$ cat config.mk
export PLATFORM = sky130hd
export DESIGN_NAME = mem_stage_sram_ctrl
export DESIGN_NICKNAME = d
export VERILOG_FILES = /design/src/rtl/mem_stage_sram_ctrl.sv
export SDC_FILE = /design/constraint.sdc
export NUM_CORES = 1
export LEC_CHECK = 0
export ABC_AREA = 1
export CAP_MARGIN = 15
export CORE_ASPECT_RATIO = 1.25
export CORE_UTILIZATION = 45
export DETAILED_ROUTE_END_ITERATION = 8
export PLACE_DENSITY = 0.82
export SKIP_CTS_REPAIR_TIMING = 1
export SLEW_MARGIN = 20
export SYNTH_ARGS = -nofsm -noshare
export SYNTH_HDL_FRONTEND = slang
export SYNTH_SLANG_ARGS = --single-unit
$ cat constraint.sdc
create_clock -name clk -period 2.51 [get_ports clk]
set_clock_uncertainty 0.05 [all_clocks]
set_input_delay 0.753 -clock clk [delete_from_list [all_inputs] [get_ports clk]]
set_output_delay 0.753 -clock clk [all_outputs]
set_load 0.005 [all_outputs]
$ cat src/rtl/mem_stage_sram_ctrl.sv
// MEM-stage load/store responder: each 32-bit access becomes two 16-bit SRAM half-accesses.
// Latency 2*(WAIT_STATES+1)+1 frozen cycles per access (ready low), then one DONE cycle with ready high.
module mem_stage_sram_ctrl #(
  parameter int BIT_NUMBER  = 32,
  parameter int SRAM_ADDR_W = 18,
  parameter int WAIT_STATES = 1,
  parameter int BASE_ADDR   = 1024
) (
  input  logic                   clk,
  input  logic                   rst,
  input  logic                   mem_r_en,
  input  logic                   mem_w_en,
  input  logic [BIT_NUMBER-1:0]  alu_result,
  input  logic [BIT_NUMBER-1:0]  val_rm,
  output logic [BIT_NUMBER-1:0]  read_data,
  output logic                   ready,
  output logic [SRAM_ADDR_W-1:0] sram_addr,
  output logic [15:0]            sram_dq_out,
  input  logic [15:0]            sram_dq_in,
  output logic                   sram_dq_oe,
  output logic                   sram_we_n
);

  typedef enum logic [1:0] {S_IDLE, S_LO, S_HI, S_DONE} state_t;

  state_t                 r_state;
  state_t                 w_next;
  logic [2:0]             r_cnt;
  logic                   r_wr;
  logic [SRAM_ADDR_W-2:0] r_word;
  logic [BIT_NUMBER-1:0]  r_data;
  logic [15:0]            r_stage_lo;

  logic                   w_req;
  logic                   w_last;
  logic [BIT_NUMBER-1:0]  w_offs;

  assign w_req  = mem_r_en | mem_w_en;
  assign w_last = (r_cnt == 3'(WAIT_STATES));
  // Subtraction wraps mod 2^32; only the word bits that fit the SRAM are kept.
  assign w_offs = alu_result - BIT_NUMBER'(BASE_ADDR);

  always_ff @(posedge clk or negedge rst) begin
    if (!rst) begin
      r_state <= S_IDLE;
    end else begin
      r_state <= w_next;
    end
  end

  always_comb begin
    w_next = r_state;
    case (r_state)
      S_IDLE:  if (w_req)  w_next = S_LO;
      S_LO:    if (w_last) w_next = S_HI;
      S_HI:    if (w_last) w_next = S_DONE;
      S_DONE:  w_next = S_IDLE;
      default: w_next = S_IDLE;
    endcase
  end

  always_ff @(posedge clk or negedge rst) begin
    if (!rst) begin
      r_cnt      <= 3'd0;
      r_wr       <= 1'b0;
      r_word     <= '0;
      r_data     <= '0;
      r_stage_lo <= 16'd0;
      read_data  <= '0;
    end else begin
      r_cnt <= (w_next != r_state) ? 3'd0 : r_cnt + 3'd1;
      if (r_state == S_IDLE && w_req) begin
        r_wr   <= mem_w_en;
        r_word <= w_offs[SRAM_ADDR_W:2];
        r_data <= val_rm;
      end
      // The high half goes straight into read_data so it is valid during DONE.
      if (!r_wr && w_last) begin
        if (r_state == S_LO) r_stage_lo <= sram_dq_in;
        if (r_state == S_HI) read_data  <= {sram_dq_in, r_stage_lo};
      end
    end
  end

  always_comb begin
    ready       = 1'b1;
    sram_addr   = '0;
    sram_dq_out = 16'd0;
    sram_dq_oe  = 1'b0;
    sram_we_n   = 1'b1;
    case (r_state)
      S_IDLE: ready = ~w_req;
      S_LO, S_HI: begin
        ready     = 1'b0;
        sram_addr = {r_word, (r_state == S_HI)};
        if (r_wr) begin
          sram_dq_oe  = 1'b1;
          sram_dq_out = (r_state == S_HI) ? r_data[31:16] : r_data[15:0];
          // Last cycle of the phase releases the strobe to hold address/data.
          sram_we_n   = w_last && (WAIT_STATES != 0);
        end
      end
      default: ready = 1'b1;
    endcase
  end

endmodule

Word-level counts from Yosys, hierarchy flattened. Cells that the tools add are included. W data, S select, Z words.

Register bits after elaboration: 103. Input bits: 84. Output and inout bits: 69.

$add $sub $neg: 2. Eq/ne operators: 5. Muxes and demuxes: 14. Bitwise gates (word level): 2. Reductions and logical operators: 7.

Operators with widths (number): $mux W16 (3); $sub A19 B11 Y19 const B (1); $mux W18 (1); $pmux W2 S4 (1); $mux W2 (3); $eq A2 B2 Y1 const B (2); $mux W1 (4); $reduce_and A2 Y1 (2); $add A3 B1 Y3 const B (1); $eq A3 B1 Y1 const B (1); $mux W3 (1); $eq A2 B1 Y1 const B (1); $logic_and A1 B1 Y1 (2); $logic_not A2 Y1 (1); $ne A2 B2 Y1 (1); $pmux W1 S2 (1); $reduce_or A2 Y1 (1); $logic_not A1 Y1 (1); $not A1 Y1 (1); $or A1 B1 Y1 (1).

Depth between registers and ports, before layout. Gate-level depths: netlist of run 1.

Depth after elaboration: 5. Depth in mapped cells: 11. Gate-level depth less buffers: 11.

Least setup slack after synthesis of run 1. No wires, ideal clock.

Kind: reg2out. From: reg r_state[0]. To: out sram_dq_out[10]. Data arrival time: 1.412 ns. Required time: 1.707 ns. Slack: 0.295 ns. Stages on the path, launching flop included: 7. Cell sequence: dfrtp_1 -> inv_1 -> ha_1 -> buf_2 -> nand2_2 -> buf_2 -> nor3_1.

Word-level cells in the longest chain between the ends: 4. Elaborated cells on any way between the ends: 6.

Ends and longest elaborated chain: start: declaration (line 26) `state_t r_state;`; start signal: assignment (line 47) `r_state <= w_next;`; $eq A2 B2 Y1 (line 91, 98); $mux W16 (line 98) `sram_dq_out = (r_state == S_HI) ? r_data[31:16] : r_data[15:0];`; $mux W16 (line 96) `if (r_wr) begin`; $mux W16 * (line 91) `case (r_state)`; end: declaration (line 18) `output logic [15:0] sram_dq_out,`.

Mark *: on every way between the ends. The rest lies on a longest branch, timed or not.

Final worst setup path of run 1.
From: reg r_state[1]. To: out sram_dq_out[15].

The elaborated chain is that of the path after synthesis.

==> results of run 1 <==
registers in the layout, summed over array words and instances, names as in the netlist:
signal	flops
r_data	32
read_data	32
r_word	17
r_stage_lo	16
r_cnt	3
r_state	2
r_wr	1
cell families after synthesis:
logic type / share of synthesized area
simple gates: 0.239
mux: 0.0523
xor+xnor: 0.00953
flops: 0.561
compound gates: 0.0465
buf+inv: 0.0727
fa+ha+maj: 0.0191
layer usage:
metal | wire (um) | track usage | vias to the layer above
li1 | - | - | 1906
met1 | 4730 | 0.270 | 1863
met2 | 5380 | 0.355 | 128
met3 | 609 | 0.0423 | 19
met4 | 189 | 0.0771 | 0
met5 | 0 | 0 | -
layout make-up:
type | instances | area [um2] | share of cell area
Inverter | 49 | 191 | 0.0289
Tap cell | 126 | 158 | 0.0238
Timing Repair Buffer | 161 | 1640 | 0.247
Clock inverter | 3 | 47.5 | 0.00717
Sequential cell | 103 | 2580 | 0.388
Clock buffer | 13 | 280 | 0.0422
Multi-Input combinational cell | 346 | 1740 | 0.262
power breakdown:
part	internal [mW]	switching (mW)	total (mW)
clock network	0.888	0.596	1.48
logic	1.83	1.63	3.46
registers	2.48	0.473	2.95
final timing paths:
kind / endpoint / slack [ps] / depth (start not counted)
setup / recovery: sram_dq_out[15] / -60 / 8
hold / removal: read_data[11]$_DFFE_PN0P_ / 340 / 1
setup reg to reg: r_word[12]$_DFFE_PN0P_ / 590 / 9
hold reg to reg: r_cnt[0]$_DFF_PN0_ / 420 / 1
max in group asynchronous: r_data[9]$_DFFE_PN0P_ / 1480 / 2
min in group clk: r_cnt[0]$_DFF_PN0_ / 420 / 1
Yosys cell counts:
master    number
nand2_2        2
inv_2          5
buf_6          4
xnor2_1        4
buf_2         15
nand3_2        1
buf_4          3
nand4_1        1
dfrtp_1      103
nand3_1       13
clkbuf_1       1
clkinv_1       1
mux2_4        16
inv_1         43
nor2_4         1
ha_1           7
a21oi_1        3
nor2_2         2
o21ai_0        6
xor2_1         1
o21ai_1       31
buf_1          1
o21bai_1       1
a31oi_1        1
nor3_1        15
nand2_1      199
and2_1         1
nor2_1        41
per-stage QoR:
step,instances,power [mW],hold slack (ps)
after floorplan,522,4.62,388
after global placement,781,6.24,400
after detailed placement,781,6.42,409
after CTS,797,7.94,350
after global routing,801,8.47,373
final,801,7.90,344
==> summary.txt, run 1 <==
clock buffer count from CTS: 9
Ys Warns: 0
Synth area leader: dfrtp_1
initial antenna violation count: 0
max-capacitance violation count: 0
Initial Util: 0.471
area post-placement: 6200 um2
Final Cycle Share: 1.02
maximum VDD drop: 0.637 mV
Hold Vio Cnt, Final: 0
Synth top area share: 0.561
Clock transition at path regs: 70 ps
FILL cells: 769
buffers added on ports: 137
row count: 40
CP arrival: 1770 ps
routed wire length per instance: 13.6 um
Req. time, crit path: 1710 ps
Iter 0 DRT Violations: 232
post-route cell area: 6640 um2
register area share after synthesis: 0.561
share of cells above drive strength 1: 0.138
grt total ovfl: 0
CP max stage cell: dfrtp_1
fin util: 0.680
Bufs on Longest Clock Path: 2
Setup TNS: -325 ps
Setup CP Type: reg2out
largest net degree at the start of global routing: 50
CTS tree: done
PnR worst setup slack: -61.2 ps
synth top area cells: dfrtp_1 (56%), nand2_1 (16%), mux2_4 (5.2%)
Core Area: 9760 um2
Syn Inst Count: 522
Pins Over Slew Limit: 0
Place WS: -393 ps
die width: 92.4 um
antenna viol nets, final: 0
power per cell area: 1190 nW/um2
# H-tree levels: 3
DRC Markers: 0
DR pass1 iterations: 4
Syn Nets: 613
most frequent cells in the layout: nand2_1 (198), dfrtp_1 (103), clkdlybuf4s50_1 (99)
Setup Viol. Count Final: 8
Area Growth Syn to Fin: 44.3%
gpl congestion: 0.837
# IOs: 153
die extent in y: 115 um
Distinct cells, synth: 28
clock latency on the worst-skew pair: 330 ps
Pleak: 3.72 nW
most common cell after layout, fill and taps aside: nand2_1
RSZ-0062 raised after global routing: yes
run status: finished with violations
Antenna diodes: 0
routed vias/inst: 4.89
mapped cell area: 4600 um2
failing checks: setup timing
critical path cell sequence: buf_4, ha_4, buf_12, inv_8, buf_6, nor2_1, nor3_1, buf_2
RR Startpoint: r_state[0]$_DFF_PN0_
first-pass GRT wire length: 17.6 mm
vias after detailed routing: 3,916
layout net count: 761
Routed WL: 10.9 mm
Worst Setup SP: r_state[1]$_DFF_PN0_
DIE AREA: 10,600 um2
Max Fanout on Critical Path: 12
slew at the pin closest to its max-slew limit: 523 ps
vias in the first global route: 3,748
crit end category: primary output
Slew headroom: 0.651
crit path time final: 2570 ps
Max Clock Freq: 0.389 GHz
Hold WC Path Type: in2async
clk sinks: 103
GRT Total Usage: 0.211
Worst setup SP type: register
critical path's largest stage delay: 410 ps
register bit count reported by yosys: 103
Avg Cell Area, Syn: 8.81 um2
clk root buf: clkbuf_16
dpl hpwl: 7.63 mm
Crit path max-delay family: buffers and inverters
Worst Path Buf+Inv: 5
Note: power is estimated with default switching activity, not from simulation.
==> run 2, diff against run 1 <==
Settings changed: ABC_AREA 1 to 0.
Clock period 2.51 ns to 2.9 ns, I/O delays scaled along.
==> run 2 against run 1 <==
The flow now finishes without violations. Highest routed layer unchanged. Final cell count down 24%. Register-to-register slack improved by 360 ps. Largest cell class unchanged. Sequential share of layout area grew 1.1 points. Largest power group unchanged. Worst setup slack better by 100 ps. Flip-flop and latch count unchanged.
==> summary.txt, run 2 <==
main flop type after synthesis: dfrtp_1
register area share after synthesis: 0.575
Core Area: 9660 um2
first-pass GRT wire length: 15.1 mm
Initial Util: 0.464
DRC Markers: 0
# IOs: 153
Bufs on Longest Clock Path: 2
register bit count reported by yosys: 103
post-route cell area: 6450 um2
dpl hpwl: 6.52 mm
Setup Viol. Count Final: 0
most common cell after layout, fill and taps aside: clkdlybuf4s50_1
Avg Cell Area, Syn: 13.4 um2
number of synthesized flops with an enable pin: 0
clock buffer count from CTS: 9
clk sinks: 103
Pins Over Slew Limit: 0
power per cell area: 979 nW/um2
Worst setup SP type: register
row count: 40
share of cells above drive strength 1: 0.260
Syn Inst Count: 334
Pint: 4.42 mW
layout net count: 571
Max Fanout on Critical Path: 18
Iter 0 DRT Violations: 39
area post-placement: 6010 um2
vias after detailed routing: 3,067
Synth top area share: 0.575
Hold WS: 338 ps
DR pass1 iterations: 4
biggest regs: r_data (32), read_data (32), r_word (17)
routed vias/inst: 5.02
# H-tree levels: 3
crit end category: primary output
Hold Vio Cnt, Final: 0
ys async rst share: 1.00
GRT Total Usage: 0.186
total power: 6.32 mW
Syn Nets: 425
CTS tree: done
Distinct cells, synth: 33
Setup CP Type: reg2out
Pleak: 2.97 nW
buffers added on ports: 137
Area Growth Syn to Fin: 43.9%
antenna viol nets, final: 0
largest net degree at the start of global routing: 62
mapped cell area: 4490 um2
initial antenna violation count: 0
vias in the first global route: 3,072
Antenna diodes: 0
Clock transition at path regs: 70 ps
grt total ovfl: 0
count leader, synth: dfrtp_1
maximum VDD drop: 0.516 mV
max-capacitance violation count: 0
Req. time, crit path: 1980 ps
die width: 91.3 um
clock power share: 0.175
fin util: 0.668
crit path time final: 2860 ps
Synth area leader: dfrtp_1
slew at the pin closest to its max-slew limit: 668 ps
run status: complete, no violations
NetSw: 1.90 mW
Commonest cells post-synth: dfrtp_1 (103), mux2_2 (83), nor2_1 (19), and2_1 (17), nand2_1 (17)
Max Clock Freq: 0.350 GHz
CP arrival: 1940 ps
Hold WC Path Type: in2async
Slew headroom: 0.555
Setup TNS: 0 ps
Routed WL: 9.48 mm
synth top area cells: dfrtp_1 (57%), mux2_2 (21%), mux2i_1 (3.6%)
DIE AREA: 10,400 um2
Final Cycle Share: 0.985
Flop pwr share: 0.386
clock latency on the worst-skew pair: 340 ps
clk root buf: clkbuf_16
die extent in y: 114 um
Ys Warns: 0
most frequent cells in the layout: clkdlybuf4s50_1 (118), dfrtp_1 (102), mux2_2 (83)
gpl congestion: 0.838
Net Sw Frac: 0.300
routed wire length per instance: 15.5 um
Logic pwr share: 0.438
run 2: worst paths after layout:
kind	slack, ps	startpoint	endpoint	cells past startpoint
setup / recovery	40	r_state[0]$_DFF_PN0_	sram_addr[11]	5
hold / removal	340	rst	read_data[3]$_DFFE_PN0P_	1
max in group asynchronous	1830	rst	r_data[0]$_DFFE_PN0P_	2
hold reg to reg	420	r_word[12]$_DFFE_PN0P_	r_word[12]$_DFFE_PN0P_	2
setup reg to reg	950	r_state[0]$_DFF_PN0_	r_data[27]$_DFFE_PN0P_	5
min in group clk	420	r_word[12]$_DFFE_PN0P_	r_word[12]$_DFFE_PN0P_	2
run 2: cell type report:
class	count	area [um2]
Fill cell	728	3200
Multi-Input combinational cell	207	1830
Clock buffer	10	229
Tap cell	126	158
Timing Repair Buffer	151	1590
Clock inverter	6	45.0
Sequential cell	103	2580
Inverter	8	32.5
run 2: kinds of logic after synthesis:
group / after synthesis / share of synthesized area
adder cells (fa/ha/maj): 7 / 0.0195
flip-flops: 103 / 0.575
AND/OR/NAND/NOR: 68 / 0.0795
AO/OA/AOI/OAI: 20 / 0.0248
multiplexers: 104 / 0.257
XOR/XNOR: 8 / 0.0156
buffers and inverters: 24 / 0.0293
run 2: layer usage:
layer | global-route usage | share of wire | vias to the layer above
met1 | 0.225 | 0.41 | 1519
met4 | 0.0635 | 0.017 | 0
li1 | - | - | 1434
met2 | 0.322 | 0.52 | 100
met3 | 0.0500 | 0.055 | 14
met5 | 0 | 0 | -
run 2: power groups by stage:
stage	clock network [mW]	registers, mW	logic [mW]
after CTS	1.14	2.44	2.67
after detailed placement	0	2.46	2.66
final	1.11	2.44	2.77
after floorplan	0	2.39	1.41
after global placement	0	2.41	2.58
after global routing	1.21	2.53	3.00
run 2: per-stage QoR:
step                instances  setup WS, ps
floorplan                 334           383
global placement          590          -225
detailed placement        590          -237
CTS                       606          -254
global route              611         -16.8
finish                    611          42.1
run 2: worst max-delay path, stage by stage (launching register included):
cell	delay, ps
dfrtp_1	430
inv_4	90
ha_4	300
buf_12	130
and2_1	150
clkdlybuf4s50_1	500
